### src/rtl/cpu_pkg.sv
// Shared definitions for the issue/writeback stage: opcodes, default
// instruction layout and FSM state encoding.
package cpu_pkg;

  localparam int OP_W = 3;

  localparam logic [OP_W-1:0] OP_ADD  = 3'b000;
  localparam logic [OP_W-1:0] OP_SUB  = 3'b001;
  localparam logic [OP_W-1:0] OP_AND  = 3'b010;
  localparam logic [OP_W-1:0] OP_OR   = 3'b011;
  localparam logic [OP_W-1:0] OP_SHL  = 3'b100;
  localparam logic [OP_W-1:0] OP_GT   = 3'b101;
  localparam logic [OP_W-1:0] OP_LOAD = 3'b110;
  localparam logic [OP_W-1:0] OP_CMP  = 3'b111;

  // Field offsets of the 16-bit instruction at default parameters
  localparam int INSTR_OP_LSB  = 13;
  localparam int INSTR_IMM_BIT = 12;
  localparam int INSTR_RD_LSB  = 10;
  localparam int INSTR_RS_LSB  = 8;
  localparam int INSTR_IMM_LSB = 0;

  typedef enum logic [1:0] {
    IDLE = 2'd0,
    EXEC = 2'd1,
    RESP = 2'd2
  } state_e;

endpackage

### src/rtl/reg_file.sv
// NREG x DATA_W register file: two async operand read ports, an async
// debug read port and one synchronous write port, cleared by reset.
module reg_file #(
  parameter int DATA_W = 8,
  parameter int NREG   = 4,
  localparam int REG_AW = $clog2(NREG)
) (
  input  logic              clk,
  input  logic              rst,
  input  logic [REG_AW-1:0] ra_addr,
  output logic [DATA_W-1:0] ra_data,
  input  logic [REG_AW-1:0] rb_addr,
  output logic [DATA_W-1:0] rb_data,
  input  logic [REG_AW-1:0] dbg_addr,
  output logic [DATA_W-1:0] dbg_data,
  input  logic              we,
  input  logic [REG_AW-1:0] waddr,
  input  logic [DATA_W-1:0] wdata
);

  logic [DATA_W-1:0] mem [NREG];

  always_ff @(posedge clk) begin
    if (rst) begin
      for (int i = 0; i < NREG; i++) mem[i] <= '0;
    end else if (we) begin
      mem[waddr] <= wdata;
    end
  end

  assign ra_data  = mem[ra_addr];
  assign rb_data  = mem[rb_addr];
  assign dbg_data = mem[dbg_addr];

endmodule

### src/rtl/alu_issue_wb.sv
// Issue/writeback stage around an external combinational alu: reads operands,
// registers them to the alu, writes the result back and hands it downstream.
module alu_issue_wb
  import cpu_pkg::*;
#(
  parameter int DATA_W = 8,
  parameter int NREG   = 4,
  localparam int REG_AW  = $clog2(NREG),
  localparam int INSTR_W = 3 + 1 + 2 * REG_AW + DATA_W
) (
  input  logic               clk,
  input  logic               rst,
  input  logic [INSTR_W-1:0] instr,
  input  logic               instr_valid,
  output logic               instr_ready,
  output logic [DATA_W-1:0]  alu_a,
  output logic [DATA_W-1:0]  alu_b,
  output logic [2:0]         alu_op_code,
  input  logic [DATA_W:0]    alu_result,
  input  logic               alu_gt,
  input  logic               alu_lt,
  input  logic               alu_eq,
  output logic               res_valid,
  input  logic               res_ready,
  output logic [DATA_W-1:0]  res_data,
  output logic               flag_c,
  output logic               flag_gt,
  output logic               flag_lt,
  output logic               flag_eq,
  input  logic [REG_AW-1:0]  dbg_addr,
  output logic [DATA_W-1:0]  dbg_data
);

  state_e state_q, state_d;

  logic [REG_AW-1:0] rd_q;
  logic [2:0]        op_q;
  logic [DATA_W-1:0] imm_q;

  logic [2:0]        instr_op;
  logic              instr_use_imm;
  logic [REG_AW-1:0] instr_rd, instr_rs;
  logic [DATA_W-1:0] instr_imm;
  logic [DATA_W-1:0] rf_rd_data, rf_rs_data;
  logic              accept, wb_we;
  logic [DATA_W-1:0] wb_data;

  assign instr_op      = instr[INSTR_W-1 -: 3];
  assign instr_use_imm = instr[INSTR_W-4];
  assign instr_rd      = instr[DATA_W+2*REG_AW-1 -: REG_AW];
  assign instr_rs      = instr[DATA_W+REG_AW-1 -: REG_AW];
  assign instr_imm     = instr[DATA_W-1:0];

  reg_file #(.DATA_W(DATA_W), .NREG(NREG)) u_reg_file (
    .clk      (clk),
    .rst      (rst),
    .ra_addr  (instr_rd),
    .ra_data  (rf_rd_data),
    .rb_addr  (instr_rs),
    .rb_data  (rf_rs_data),
    .dbg_addr (dbg_addr),
    .dbg_data (dbg_data),
    .we       (wb_we),
    .waddr    (rd_q),
    .wdata    (wb_data)
  );

  assign accept  = (state_q == IDLE) && instr_valid;
  assign wb_we   = (state_q == EXEC) && (op_q != OP_CMP);
  assign wb_data = (op_q == OP_LOAD) ? imm_q : alu_result[DATA_W-1:0];

  always_comb begin
    state_d     = state_q;
    instr_ready = 1'b0;
    res_valid   = 1'b0;
    unique case (state_q)
      IDLE: begin
        instr_ready = 1'b1;
        if (instr_valid) state_d = EXEC;
      end
      EXEC: state_d = RESP;
      RESP: begin
        res_valid = 1'b1;
        if (res_ready) state_d = IDLE;
      end
      default: state_d = IDLE;
    endcase
  end

  always_ff @(posedge clk) begin
    if (rst) begin
      state_q     <= IDLE;
      rd_q        <= '0;
      op_q        <= '0;
      imm_q       <= '0;
      alu_a       <= '0;
      alu_b       <= '0;
      alu_op_code <= '0;
      res_data    <= '0;
      flag_c      <= 1'b0;
      flag_gt     <= 1'b0;
      flag_lt     <= 1'b0;
      flag_eq     <= 1'b0;
    end else begin
      state_q <= state_d;
      // issue: operands are read before any later writeback can land
      if (accept) begin
        rd_q        <= instr_rd;
        op_q        <= instr_op;
        imm_q       <= instr_imm;
        alu_a       <= rf_rd_data;
        alu_b       <= instr_use_imm ? instr_imm : rf_rs_data;
        alu_op_code <= instr_op;
      end
      // writeback: alu has settled on the registered operands
      if (state_q == EXEC) begin
        res_data <= (op_q == OP_CMP) ? alu_a : wb_data;
        if (op_q != OP_LOAD) begin
          flag_gt <= alu_gt;
          flag_lt <= alu_lt;
          flag_eq <= alu_eq;
        end
        if (op_q == OP_ADD || op_q == OP_SUB) flag_c <= alu_result[DATA_W];
        else if (op_q != OP_LOAD && op_q != OP_CMP) flag_c <= 1'b0;
      end
    end
  end

endmodule

### config.mk
export PLATFORM = sky130hd
export DESIGN_NAME = alu_issue_wb
export DESIGN_NICKNAME = d
export VERILOG_FILES = /design/src/rtl/cpu_pkg.sv /design/src/rtl/reg_file.sv /design/src/rtl/alu_issue_wb.sv
export SDC_FILE = /design/constraint.sdc
export NUM_CORES = 1
export LEC_CHECK = 0
export CAP_MARGIN = 20
export CORE_MARGIN = 2
export CORE_UTILIZATION = 50
export CTS_CLUSTER_DIAMETER = 40
export DETAILED_ROUTE_END_ITERATION = 6
export HOLD_SLACK_MARGIN = 0.06
export PLACE_DENSITY = 0.78
export RECOVER_POWER = 100
export SYNTH_ARGS = -nofsm -noshare
export SYNTH_HDL_FRONTEND = slang
export SYNTH_HIERARCHICAL = 1
export SYNTH_SLANG_ARGS = --single-unit
export TNS_END_PERCENT = 10
### constraint.sdc
create_clock -name clk -period 2.45 [get_ports clk]
set_input_delay 0.49 -clock clk [delete_from_list [all_inputs] [get_ports clk]]
set_output_delay 0.49 -clock clk [all_outputs]
set_load 0.03 [all_outputs]
==> reports/qor.csv, run 1 <==
stage,metric,value,unit
synth,number of synthesized flops with an enable pin,32,
synth,Mapped Nets,338,
place,Post-DP Area,4600,sq um
place,Placed Cells,464,
synth,async set or reset register ratio after synthesis,0,%
power,Pleak,1.85,nW
floorplan,Die W,91.3,microns
synth,Synth Area in XOR/XNOR,0,%
grt,largest net degree at the start of global routing,39,
final_layout,area grow syn2layout,24.4,%
drt,DRC,0,
synth,post-synthesis mux area share,24.2,%
setup_path,Worst Path Max Fanout,8,
drt,drt initial violations,140,
setup_path,Setup crit end kind,primary output,
synth,post-synthesis simple-gate area fraction,17.4,%
synth,"flops & latches, synth",75,
cts,Num CTS Buffers,9,
power,worst vdd ir,0.319,mV
synth,Synth Flop Type,dfxtp_1,
place,dpl ws,0.0343,ns
grt,Global Route Usage Sum,23.0,%
timing,fmax,0.431,GHz
synth,post-synthesis sequential area ratio,47.8,%
synth,"area leader, netlist",edfxtp_1,
timing,"Slew Viols, Final",0,
setup_path,WP data required,1.96,ns
synth,top-area cell type share of the netlist area,25.2,%
cts,clock buffer depth,2,
synth,Cell variety after synth,33,
cts,later-pin clock latency in the skew report,0.35,ns
synth,Synth Area in Compound Gates,6.64,%
status,outcome,"complete, no violations",
timing,setup ws final,0.132,ns
power,total chip power,2.99,mW
cts,Post-CTS Resized,0,
synth,"top cells by count, synth","dfxtp_1 (43), nor2_1 (39), edfxtp_1 (32)",
synth,mean post-synth cell area,12.5,sq um
timing,Clock Skew,0.00823,ns
final_layout,Multi-input gate area,1810,sq um
floorplan,Initial Utilization,52.0,%
drt,drt pass-1 iters,4,
drt,Via Count,2705,
synth,largest family of logic cells by synthesized area,multiplexers,
setup_path,CP arrival,1.83,ns
cts,H-tree Lvls,3,
floorplan,Row Count,31,
final_layout,final core occ,64.6,%
timing,Final TNS setup,0,ns
grt,antenna violations before repair,0,
final_layout,"Cell Count, Final, Fillers Out",480,
timing,RSZ-0062 raised after global routing,false,
flow_run,Max Cap Viol,0,
floorplan,core area,7330,sq um
floorplan,Die Y-Extent,91.3,microns
cts,CTS root buf,clkbuf_8,
final_layout,layout net count,410,
cts,CTS tree,done,
setup_path,Reg2Reg Setup Slack,0.18,ns
place,IO buf count,74,
final_layout,share of layout cells above drive strength 1,19.2,%
final_layout,Filler Cell Count,574,
final_layout,ANT cells,0,
power,power per cell area,632,nW/um^2
grt,global-route wire length before repair,14800,microns
final_layout,sequential cell area,1820,sq um
timing,Final period util,94.6,%
setup_path,Startpoint Class,input pin,
setup_path,Crit Path Category,in2out,
place,post-DP HPWL,6640,microns
timing,worst rel slew slack,16.0,%
timing,Final Hold Vio Count,0,
worst_hold_path,Tightest Hold Check Type,reg2reg,
synth,Adder-Cell Fraction of Synth Area,0,%
cts,clock transition at the registers of the reported paths,0.07,ns
cts,Post-CTS Setup Inserts,0,
floorplan,I/O pin count,75,
synth,largest cells by area after synthesis,"edfxtp_1 (25%), dfxtp_1 (23%), mux4_2 (14%)",
cts,CTS sink cnt,75,
cts,hold_buf cts,0,
timing,min cycle time layout,2.32,ns
floorplan,Die Area,8330,sq um
final_layout,fin area,4740,sq um
timing,worst slew pin tran,1.26,ns
drt,WL per Instance,18.6,microns
grt,via count of the first global-routing pass,2845,
synth,Syn Inst Count,304,
drt,Post-Route WL,8910,microns
synth,"count leader, synth",dfxtp_1,
place,RePlAce Congestion,0.884,
drt,Via density,5.64,
synth,mapped cell area,3810,sq um
grt,grt total ovfl,0,
timing,# setup viols final,0,
timing,hold slack,0.480,ns
drt,antenna-violating nets left,0,
synth,Synthesis Warnings,6,
-- logic make-up after synthesis --
group / Yosys count
compound gates: 35
buf+inv: 23
flops: 75
mux: 61
simple gates: 110
-- placed cells by master, fill, tap and decap left out, types with 2 or more instances in the layout --
cell type	Yosys	routed
dfxtp_1	43	43
nor2_1	39	39
dlygate4sd3_1	0	34
edfxtp_1	32	32
clkdlybuf4s50_1	0	30
mux2i_1	29	29
mux4_2	24	24
a211oi_1	15	16
and2_0	0	14
clkbuf_2	5	12
and2_1	26	12
nor2b_1	10	10
nand3b_1	9	9
clkbuf_8	0	9
mux2_2	8	8
o31ai_1	8	8
and2_2	8	8
nand2b_1	7	7
buf_4	1	5
o21ai_0	4	4
a21oi_1	3	3
nand4b_1	3	3
and2b_1	1	2
clkinv_2	0	2
clkbuf_1	6	2
bufinv_16	0	2
o21bai_1	2	2
a31o_1	0	2
and4bb_1	0	2
-- per-layer routing --
metal | up-vias | GRT usage (%) | wire, microns
met5 | - | 0 | 0
met4 | 0 | 11.6 | 188
met3 | 18 | 4.07 | 530
met2 | 102 | 37.3 | 4470
met1 | 1306 | 29.7 | 3720
li1 | 1279 | - | -
-- worst max-delay path, stage by stage --
cell and delay, ns:
clkdlybuf4s50_1 0.73, mux4_2 0.40, clkbuf_2 0.20
-- worst paths after layout --
kind / start / to / depth (start not counted)
max reg2reg: op_q[2]$_SDFFE_PP0P_ / u_reg_file/mem[0][7]$_SDFFCE_PN0P_ / 4
min: flag_lt$_SDFFE_PP0P_ / flag_lt$_SDFFE_PP0P_ / 2
max: dbg_addr[1] / dbg_data[3] / 3
min reg2reg: flag_lt$_SDFFE_PP0P_ / flag_lt$_SDFFE_PP0P_ / 2
-- layout make-up --
type	instances	share of cell area (%)
inverters	1	0.0792
clock buffers	11	2.80
well taps	99	2.61
flip-flops and latches	75	38.5
clock inverters	5	1.61
multi-input cells	206	38.2
repair buffers	83	16.2
-- where the power goes --
group | leakage, nW | switching [mW] | internal (mW) | total [mW]
clock network | 0.111 | 0.440 | 0.575 | 1.02
registers | 0.685 | 0.0579 | 1.38 | 1.44
logic | 1.06 | 0.288 | 0.253 | 0.541
total | 1.85 | 0.786 | 2.21 | 2.99
-- flip-flops by register name (all words and copies together) (netlist names) --
register,cells
imm_q,8
flag_c,1
res_data,8
op_q,3
alu_b,8
flag_gt,1
state_q,2
flag_eq,1
alu_a,8
flag_lt,1
u_reg_file/mem,32
rd_q,2
Note: power is estimated with default switching activity, not from simulation.
==> run 2, diff against run 1 <==
--- a/config.mk
+++ b/config.mk
@@ -10,6 +10,7 @@
 export CORE_UTILIZATION = 50
 export CTS_CLUSTER_DIAMETER = 40
 export DETAILED_ROUTE_END_ITERATION = 6
+export GPL_TIMING_DRIVEN = 1
 export HOLD_SLACK_MARGIN = 0.06
 export PLACE_DENSITY = 0.78
 export RECOVER_POWER = 100
==> results of run 2 <==
Final layout, timing and power as in run 1 (identical DEF).
